`src/rtl/led_chain_scheduler.sv`:
```
// Frame controller for a WS2812-style LED chain: pixel buffer + pulse-width serialiser.
// Ports: i_clk, i_rst (async high), i_wr_en/i_wr_addr/i_wr_data host write port,
//   i_start frame request, o_busy, o_done pulse, o_serial chain data.
// Optional LED_AUTO_REFRESH_EN: frames repeat until i_stop; adds port i_stop.
module led_chain_scheduler #(
  parameter int NUM_LEDS     = 8,
  parameter int CLK_PER_BIT  = 125,
  parameter int T0H          = 40,
  parameter int T1H          = 80,
  parameter int LATCH_CYCLES = 5000,
  parameter int AW           = (NUM_LEDS > 1) ? $clog2(NUM_LEDS) : 1
) (
  input  logic          i_clk,
  input  logic          i_rst,
  input  logic          i_wr_en,
  input  logic [AW-1:0] i_wr_addr,
  input  logic [23:0]   i_wr_data,
  input  logic          i_start,
`ifdef LED_AUTO_REFRESH_EN
  input  logic          i_stop,
`endif
  output logic          o_busy,
  output logic          o_done,
  output logic          o_serial
);

  localparam int CMAX = (LATCH_CYCLES > CLK_PER_BIT) ?
                        LATCH_CYCLES : CLK_PER_BIT;
  localparam int CW   = $clog2(CMAX + 1);

  localparam logic [CW-1:0] CPB_M1 = CW'(CLK_PER_BIT - 1);
  localparam logic [CW-1:0] T0_M1  = CW'(T0H - 1);
  localparam logic [CW-1:0] T1_M1  = CW'(T1H - 1);
  localparam logic [CW-1:0] LAT_M1 = CW'(LATCH_CYCLES - 1);
  localparam logic [AW-1:0] LAST   = AW'(NUM_LEDS - 1);
  localparam logic [AW:0]   NLEDS  = (AW + 1)'(NUM_LEDS);

  typedef enum logic [2:0] {
    S_IDLE, S_LOAD, S_HIGH, S_LOW, S_LATCH
  } state_t;

  state_t        state_q, state_d;
  logic [CW-1:0] cyc_q, cyc_d;
  logic [4:0]    bit_q, bit_d;
  logic [AW-1:0] pix_q, pix_d;
  logic [23:0]   shift_q, shift_d;
  logic          serial_q, serial_d;
  logic [CW-1:0] th_m1;
  logic          lat_exit_idle;

  logic [23:0]   buf_q [NUM_LEDS];

  // Buffer is not reset; out-of-range addresses are dropped.
  always_ff @(posedge i_clk) begin
    if (i_wr_en && ({1'b0, i_wr_addr} < NLEDS))
      buf_q[i_wr_addr] <= i_wr_data;
  end

`ifdef LED_AUTO_REFRESH_EN
  logic stop_q, stop_d;

  always_ff @(posedge i_clk or posedge i_rst) begin
    if (i_rst) stop_q <= 1'b0;
    else       stop_q <= stop_d;
  end

  always_comb begin
    stop_d = stop_q | i_stop;
    if (state_q == S_IDLE) stop_d = 1'b0;
  end

  assign lat_exit_idle = i_stop | stop_q;
`else
  assign lat_exit_idle = 1'b1;
`endif

  // Bit period uses one counter: high phase ends at th-1, low at CPB-1.
  assign th_m1 = shift_q[23] ? T1_M1 : T0_M1;

  always_comb begin
    state_d = state_q;
    cyc_d   = cyc_q;
    bit_d   = bit_q;
    pix_d   = pix_q;
    shift_d = shift_q;
    o_done  = 1'b0;
    unique case (state_q)
      S_IDLE: begin
        cyc_d = '0;
        bit_d = '0;
        pix_d = '0;
        if (i_start) state_d = S_LOAD;
      end
      S_LOAD: begin
        shift_d = buf_q[pix_q];
        bit_d   = '0;
        cyc_d   = '0;
        state_d = S_HIGH;
      end
      S_HIGH: begin
        cyc_d = cyc_q + 1'b1;
        if (cyc_q == th_m1) state_d = S_LOW;
      end
      S_LOW: begin
        cyc_d = cyc_q + 1'b1;
        if (cyc_q == CPB_M1) begin
          cyc_d = '0;
          if (bit_q != 5'd23) begin
            bit_d   = bit_q + 1'b1;
            shift_d = {shift_q[22:0], 1'b0};
            state_d = S_HIGH;
          end else if (pix_q != LAST) begin
            pix_d   = pix_q + 1'b1;
            state_d = S_LOAD;
          end else begin
            state_d = S_LATCH;
          end
        end
      end
      S_LATCH: begin
        cyc_d = cyc_q + 1'b1;
        if (cyc_q == LAT_M1) begin
          o_done = 1'b1;
          cyc_d  = '0;
          pix_d  = '0;
          state_d = lat_exit_idle ? S_IDLE : S_LOAD;
        end
      end
      default: state_d = S_IDLE;
    endcase
  end

  // Registered from the current state: one cycle behind, glitch-free.
  assign serial_d = (state_q == S_HIGH);

  always_ff @(posedge i_clk or posedge i_rst) begin
    if (i_rst) begin
      state_q  <= S_IDLE;
      cyc_q    <= '0;
      bit_q    <= '0;
      pix_q    <= '0;
      shift_q  <= '0;
      serial_q <= 1'b0;
    end else begin
      state_q  <= state_d;
      cyc_q    <= cyc_d;
      bit_q    <= bit_d;
      pix_q    <= pix_d;
      shift_q  <= shift_d;
      serial_q <= serial_d;
    end
  end

  assign o_busy   = (state_q != S_IDLE);
  assign o_serial = serial_q;

endmodule

```
`config.mk`:
```
export PLATFORM = sky130hd
export DESIGN_NAME = led_chain_scheduler
export DESIGN_NICKNAME = d
export VERILOG_FILES = /design/src/rtl/led_chain_scheduler.sv
export SDC_FILE = /design/constraint.sdc
export NUM_CORES = 1
export LEC_CHECK = 0
export ABC_AREA = 1
export CAP_MARGIN = 20
export CORE_UTILIZATION = 41
export CTS_BUF_LIST = sky130_fd_sc_hd__clkbuf_4 sky130_fd_sc_hd__clkbuf_8 sky130_fd_sc_hd__clkbuf_16
export DETAILED_ROUTE_END_ITERATION = 7
export GPL_TIMING_DRIVEN = 0
export PLACE_DENSITY = 0.62
export SETUP_SLACK_MARGIN = 0.02
export SLEW_MARGIN = 20
export SYNTH_ARGS = -nofsm -noshare
export SYNTH_HDL_FRONTEND = slang
export SYNTH_SLANG_ARGS = --single-unit
```
`constraint.sdc`:
```
create_clock -name i_clk -period 1.8 [get_ports i_clk]
set_clock_uncertainty 0.05 [all_clocks]
set_input_delay 0.18 -clock i_clk [delete_from_list [all_inputs] [get_ports i_clk]]
set_output_delay 0.18 -clock i_clk [all_outputs]
set_load 0.01 [all_outputs]
```
======== Word level (Yosys, flattened, before mapping) ========
Memory sizes are Yosys's and may differ from the RTL's.
Cells that the tools add are included.
word-level totals
  bits in registers ....................... 49
  memory bits (writable) .................. 192
  output and inout bits ................... 3
  memories kept ........................... 1
cells by class
  add/subtract/negate cells ............... 3
  equal/unequal tests ..................... 16
  multiplexer cells ....................... 25
  reduce and logical (&&, ||, !) cells .... 11
memory list
  name   words  bits a word  read ports  clocked after Yosys merged registers in  wr ports  RTL line  text
  buf_q  8      24           1           0                                        1         51        logic [23:0] buf_q [NUM_LEDS];
operators by type and width
  operator                                        count
  case mux 13 bit (4 select lines)                1
  two-way mux 24 bit                              2
  case mux 24 bit (2 select lines)                1
  two-way mux 3 bit                               9
  two-way mux 13 bit                              2
  case mux 3 bit (5 select lines)                 1
  adder 13 x 1 -> 13 bit, second input constant   1
  == test 13 bit, second input constant           1
  == test 13 x 7 -> 1 bit                         1
  == test 13 x 7 -> 1 bit, second input constant  1
  != test 2 bit, second input constant            6
  two-way mux 5 bit                               2
  case mux 5 bit (2 select lines)                 1
  case mux 3 bit (3 select lines)                 1
  two-way mux 7 bit                               1
  == test 3 x 2 -> 1 bit, second input constant   2
  AND reduction 3 bit                             2
  nonzero test 3 bit                              2
  adder 5 x 1 -> 5 bit, second input constant     1
  != test 5 bit, second input constant            1
  AND reduction 5 bit                             1
  two-way mux 1 bit                               4
  AND reduction 4 bit                             1
  nonzero test 2 bit                              2
  other kinds (8)                                 8

======== Longest topological paths before layout ========
  depth after elaboration ................. 5
  depth in mapped cells ................... 11

======== Worst setup path before layout ========
Ideal clock, no wire load.
  path kind ............................... input-to-reg
  start point ............................. input i_wr_addr[0]
  end point ............................... memory buf_q[0][0], enable pin
  library setup time ...................... 405 ps
  arrival time ............................ 1345 ps
  setup slack ............................. 0 ps
  cell stages on the path ................. 3
  path through ............................ inv_1 nand2_1 nor2_1
RTL lines
  element             RTL line  text
  start: declaration  16        input logic [AW-1:0] i_wr_addr,
  end: declaration    51
Straight into the memory's write port.

======== Final worst setup path ========
  start point ............................. register cyc_q[1]
  end point ............................... output o_done
on the way
  word-level cells in the longest chain between the ends .. 3
ends and longest elaborated chain
  element                   RTL line  text
  start: declaration        43        logic [CW-1:0] cyc_q, cyc_d;
  start signal: assignment  146       cyc_q <= cyc_d;
  == test 13 bit            122       if (cyc_q == LAT_M1) begin
  two-way mux 1 bit         122
  two-way mux 1 bit         87        unique case (state_q)
  end: declaration          23        output logic o_done,
Every way passes these cells.

==> metrics.txt <==
outcome=finished, violations left; failing checks=negative setup slack; first-iteration detailed-routing DRC count=634; unrepaired setup endpoints after global routing=yes; share of the yosys chip area belonging to registers=roughly 67%; Pwr Total=around 19 mW; vias in the first global route=roughly 7000; CTS tree=done; Initial Util=41.75%; RD Place Congestion=0.8165; final hold vios=0; crit path DAT=around 1700 ps; Vias=7200; chip height=161.9 um; Area Overhead vs Synth=21.90%; area leader, netlist=edfxtp_1; Final WS setup=-106.8 ps; H-tree level count=1; Fmax=0.5244 GHz; Yosys top cell area share=55.00%; Max Slew Vio Count=0; Setup crit start kind=register; top post-synthesis cells by count=nand2_1, edfxtp_1, nand3_1; first-pass GRT wire length=39.85 mm; Reg-to-Reg Start=cyc_q[0]; dpl ws=-283.1 ps; synthesized flop and latch total=241; Syn Area/Cell=11.05 um^2; Finished Layout Cells=1384; initial antenna violation count=0; Synth Net Count=985; MaxCap Viol Count=0; Cells after Synth=between 900 and 1000; Async SR Flop Fraction=20.33%; cell row count=58; Final Critical Period=1907 ps; synthesized area=around 10000 um^2; Distinct cells, synth=39; final WL=~25 mm; Die ar.=about 26000 um^2; DR WL/cell=18.42 um; TritonRoute pass-1 iters=5; total gr overflow=0; class of the worst hold path=primary input to async pin; core area=25110 um^2; setup violators final=1; largest net degree at the start of global routing=50; IO buf count=33; clock slew at reported path FFs=60 ps; ANT nets after route=0; later-pin clock latency in the skew report=around 560 ps; top_reg_cell synth=edfxtp_1; Worst VDD drop=0.0008208 V; top cells by area, synth=edfxtp_1, dfrtp_1, nand2_1, nand3_1, nor2_1; Die Span X=~160 um; CTS Sinks=~240; power per cell area=between 1000 and 1500 nW/um^2; CP Data Required Time=approximately 1600 ps; Least-Margin Pin Slew=641.8 ps; crit path max fanout=3; nets=around 1100; share of cells above drive strength 1=19.26%; most frequent cell after synthesis=nand2_1; total I/O pin count=34; root buf cell=clkbuf_16; critical path endpoint category=output port; ratio of final minimum period to clock period=105.9%; hpwl dp=15.90 mm; setup_tns=-106.8 ps; TritonCTS Buffers=26; WS Path Type=register to output port; Static Leak=4.975 nW; Max clock buf depth=3; crit path from=cyc_q[1]; All-Layer GR Usage=19.89%; Residual DRC=0; Post-synth EDFFs=192; dpl cells=1320; Worst slew margin=a little under three fifths; Yosys Warn Count=0; # diodes=0; vias per std cell=roughly 5.2
## layout by cell type (no fill, tap or decap), drive strengths merged, types with 3 or more instances in the layout
master / synthesis / routed
bufinv: 0 / 4
buf: 39 / 56
nor2: 64 / 64
clkinv: 0 / 9
nand4: 4 / 4
o21ai: 64 / 64
a21oi: 25 / 25
nand2: 302 / 303
dfrtp: 49 / 49
clkbuf: 10 / 48
edfxtp: 192 / 192
clkdlybuf4s50: 0 / 31
o211ai: 24 / 24
or2: 4 / 4
ha: 5 / 5
nor3: 8 / 8
nand3b: 3 / 3
nand3: 112 / 112
clkinvlp: 0 / 4
inv: 33 / 33
xor2: 7 / 7
## state kept, by name, indices dropped and copies added (netlist names)
register	count
buf_q	192
shift_q	24
cyc_q	13
bit_q	5
pix_q	3
state_q	3
o_serial	1
## worst max-delay path: stages, from the launching register on
cell and delay [ps]:
dfrtp_1 360, ha_2 200, nand2_2 70, nor2_1 110, nand3_1 120, nor3_2 130, buf_2 150
## cells by family (layout without fill, tap and decap cells)
kind of cell / after synthesis / count (layout) / share of synthesized area, %
adder cells (fa/ha/maj): 5 / 5 / 0.5968
flip-flops: 241 / 241 / 66.70
AO/OA/AOI/OAI: 117 / 117 / 7.460
XOR/XNOR: 7 / 7 / 0.5849
buffers and inverters: 82 / 186 / 4.130
AND/OR/NAND/NOR: 497 / 498 / 20.53
## worst paths after layout
path / end / slack [ps] / cells past startpoint
max: o_done / -110 / 6
min: cyc_q[7] / 30 / 2
max reg2reg: pix_q[0] / 80 / 12
min reg2reg: shift_q[13] / 430 / 2
max in group asynchronous: shift_q[3] / 1230 / 2
min in group i_clk: buf_q[7][9] / 310 / 1
## report_power, final
part | switching, mW | total [mW] | leakage (nW) | internal (mW)
clock network | 2.27 | 5.65 | 0.446 | 3.38
registers | 0.279 | 6.83 | 2.38 | 6.55
logic | 3.94 | 6.48 | 2.15 | 2.54
## stage by stage
step                      instance area (um^2)  util [%]  hold WS [ps]
after detailed placement                 11480     45.71         423.7
after global placement                   11230     44.72         416.4
after floorplan                          10490         -         228.9
final                                    12780     50.89         27.59
after global routing                     12780     50.89         82.24
after CTS                                12470     49.68         57.18
## final cells by class
| class | count | area, um^2 |
|---|---|---|
| plain buffers | 49 | 430.4 |
| multi-input cells | 627 | 3207 |
| fillers | 2245 | 12330 |
| clock buffers | 31 | 700.7 |
| well taps | 330 | 412.9 |
| clock inverters | 17 | 222.7 |
| repair buffers | 56 | 679.4 |
| inverters | 33 | 133.9 |
| flip-flops and latches | 241 | 6992 |
## per-layer routing
layer  vias up  GRT usage (%)  part of all wire, %
li1       3462              -                    -
met4         0          5.189                  2.3
met2       202          32.97                   48
met1      3496          27.24                   44
met3        40          3.166                  5.9
met5         -              0                    0
## repair_timing
item,in CTS,in global routing
hold buffers,0,0
endpoints found under the setup margin,26,45
hold endpoints to repair,0,0
cloned,0,4
pin swaps,1,6
setup buffers,4,8
gates resized for setup,37,51
Note: power is estimated with default switching activity, not from simulation.
==> RTL change, RTL diff (same settings) <==
Register the output `o_serial` once more, cleared by the reset; this adds one clock of latency there. The other outputs are not delayed to match.
--- a/src/rtl/led_chain_scheduler.sv
+++ b/src/rtl/led_chain_scheduler.sv
@@ -153,5 +153,11 @@
 
   assign o_busy   = (state_q != S_IDLE);
-  assign o_serial = serial_q;
+  always_ff @(posedge i_clk or posedge i_rst) begin
+    if (i_rst) begin
+      o_serial <= '0;
+    end else begin
+      o_serial <= serial_q;
+    end
+  end
 
 endmodule
Check against the original RTL: not equivalent (a bounded check fails within 4 cycles, from zero or initial values and one cycle with i_rst high).
==> RTL change against the original RTL <==
- the run still ends with negative setup slack left
- area after synthesis shrank 0.57%
- sequential power about the same
- sequential cell count up 1
- synthesized cell count decreased by 0.32%
- power down 4.7%
- worst setup slack better by 0.019 ns
- design area down 1.7%
- routed wire length shrank 4.5%
- critical path type unchanged
- critical endpoint unchanged
- largest cell class unchanged
==> RTL change: results (changes against the original RTL) <==
[synthesis]
synthArstFlopShare=0.207  ; +0.00329
synthAdderAreaFrac=0.00600  ; +0.0000344
synth_area_leaders=edfxtp_1 55%, dfrtp_1 12%, nand2_1 11%, nand3_1 5.1%, nor2_1 1.9%
syn-num-nets=982  ; -0.30%
synth_compound_area_frac=0.0707  ; -0.00389
synthTopCellsByCount=299 x nand2_1, 192 x edfxtp_1, 106 x nand3_1, 54 x nor2_1, 50 x dfrtp_1
synth.distinct_cells=36  ; -7.7%
synthXorXnorAreaFrac=0.0101  ; +0.00424
synthCells=946  ; -0.32%

[route]
via_count=7053  ; -2.0%
wl_um=24300  ; -4.5%
drt_iter0_drc=538  ; -15%

[worst_setup_path]
r2r-end=shift_q[11]$_DFFE_PP0P_
r2r_slack_ns=0.04  ; -0.04 ns
reg2reg_depth=11  ; -1
cp_data_arrival_time_ns=1.66  ; -0.02 ns
crit_fanout=4  ; +1

[final_layout]
top_regs=buf_q (192), shift_q (24), cyc_q (13)
drive_gt1_frac=0.171  ; -0.0219
nets=1063  ; -0.65%
stdcell_count=1367  ; -1.2%
nFillCells=2167  ; -3.5%
regMostFlops=buf_q

[pwr]
p_leak_nw=4.87  ; -2.2%
p_int_w=0.0119  ; -4.4%
vdd_drop_max_uv=793  ; -3.4%

[run_status]
violations=negative setup slack
outcome=complete, but fails checks

[placement]
place_inst=1311  ; -0.68%
dpl.hpwl_um=15300  ; -3.5%
placed_area_um2=11400  ; -0.74%
place_congestion=0.790  ; -3.2%
portBuffers=33  ; unchanged

[min_path]
hold_class=flop to flop

[timing]
fin_ws_ns=-0.0880  ; +0.0187 ns
hold_slack_ns=0.298  ; +0.271 ns
worst_slew_pin_slew_ns=0.847  ; +0.205 ns
finalSetupTns_ns=-0.0880  ; +0.0187 ns
finalSetupViolations=1  ; unchanged

[global_route]
grtUsageTotal=0.191  ; -0.00830
grt_pass1_vias=6798  ; -4.7%
grt_pass1_wl_um=38200  ; -4.2%
grt_max_degree=32  ; -36%

-- RTL change: worst max-delay path, delay by kind of cell (launching register included) --
| kind | cells | cell delay, ns |
|---|---|---|
| fa+ha+maj | 1 | 0.21 |
| simple gates | 4 | 0.40 |
| flops | 1 | 0.36 |
| buf+inv | 1 | 0.15 |
-- RTL change: worst max-delay path by stage --
stage	end	slack, ns	cells after the start
floorplan	buf_q[2][0]$_DFFE_PP_	0.0002	3
global placement	buf_q[6][18]$_DFFE_PP_	-1.48	3
detailed placement	buf_q[0][18]$_DFFE_PP_	-0.29	3
CTS	o_done	-0.15	6
global route	o_done	-0.20	6
finish	o_done	-0.09	6
-- RTL change: cell families (layout without fill, tap and decap cells) --
kind of cell | count (synthesis) | in the layout
AND/OR/NAND/NOR | 485 | 486
flip-flops | 242 | 242
AO/OA/AOI/OAI | 122 | 122
buffers and inverters | 80 | 176
XOR/XNOR | 12 | 12
adder cells (fa/ha/maj) | 5 | 5
-- RTL change: stage by stage --
stage	worst slack (ns)	total power [W]
after floorplan	0.000211	0.0106
after global placement	-1.48	0.0121
after detailed placement	-0.293	0.0122
after CTS	-0.146	0.0177
after global routing	-0.202	0.0190
final	-0.0880	0.0181
-- RTL change: layout make-up --
cell class,instances,area (µm²),share of cell area
well taps,324,405,0.0323
clock inverters,12,161,0.0128
repair buffers,52,601,0.0478
flip-flops and latches,242,7020,0.558
multi-input cells,625,3170,0.252
inverters,32,133,0.0106
clock buffers,32,696,0.0554
plain buffers,48,383,0.0305
-- RTL change: routing by layer --
layer / vias to the layer above / wire length, µm / global-route usage / share of wire
met5: - / 0 / 0 / 0
met3: 48 / 1320 / 0.0308 / 0.054
met2: 193 / 11500 / 0.312 / 0.47
met1: 3379 / 10900 / 0.265 / 0.45
li1: 3433 / - / - / -
met4: 0 / 563 / 0.0476 / 0.023
-- RTL change: power by group through the flow --
stage          Clock (W)  Combinational, W  Sequential, W
4_1_cts          0.00546           0.00544        0.00681
2_1_floorplan          0           0.00371        0.00687
5_1_grt          0.00569           0.00649        0.00687
6_report         0.00538           0.00587        0.00681
3_5_place_dp           0           0.00527        0.00693
3_3_place_gp           0           0.00518        0.00692
-- RTL change: timing repair --
item / CTS / global route
hold buffers: 1 / 0
pin swaps: 4 / 6
hold endpoints to repair: 19 / 0
endpoints found under the setup margin: 25 / 47
gates cloned: 1 / 0
gates resized for setup: 38 / 58
setup buffers: 3 / 7
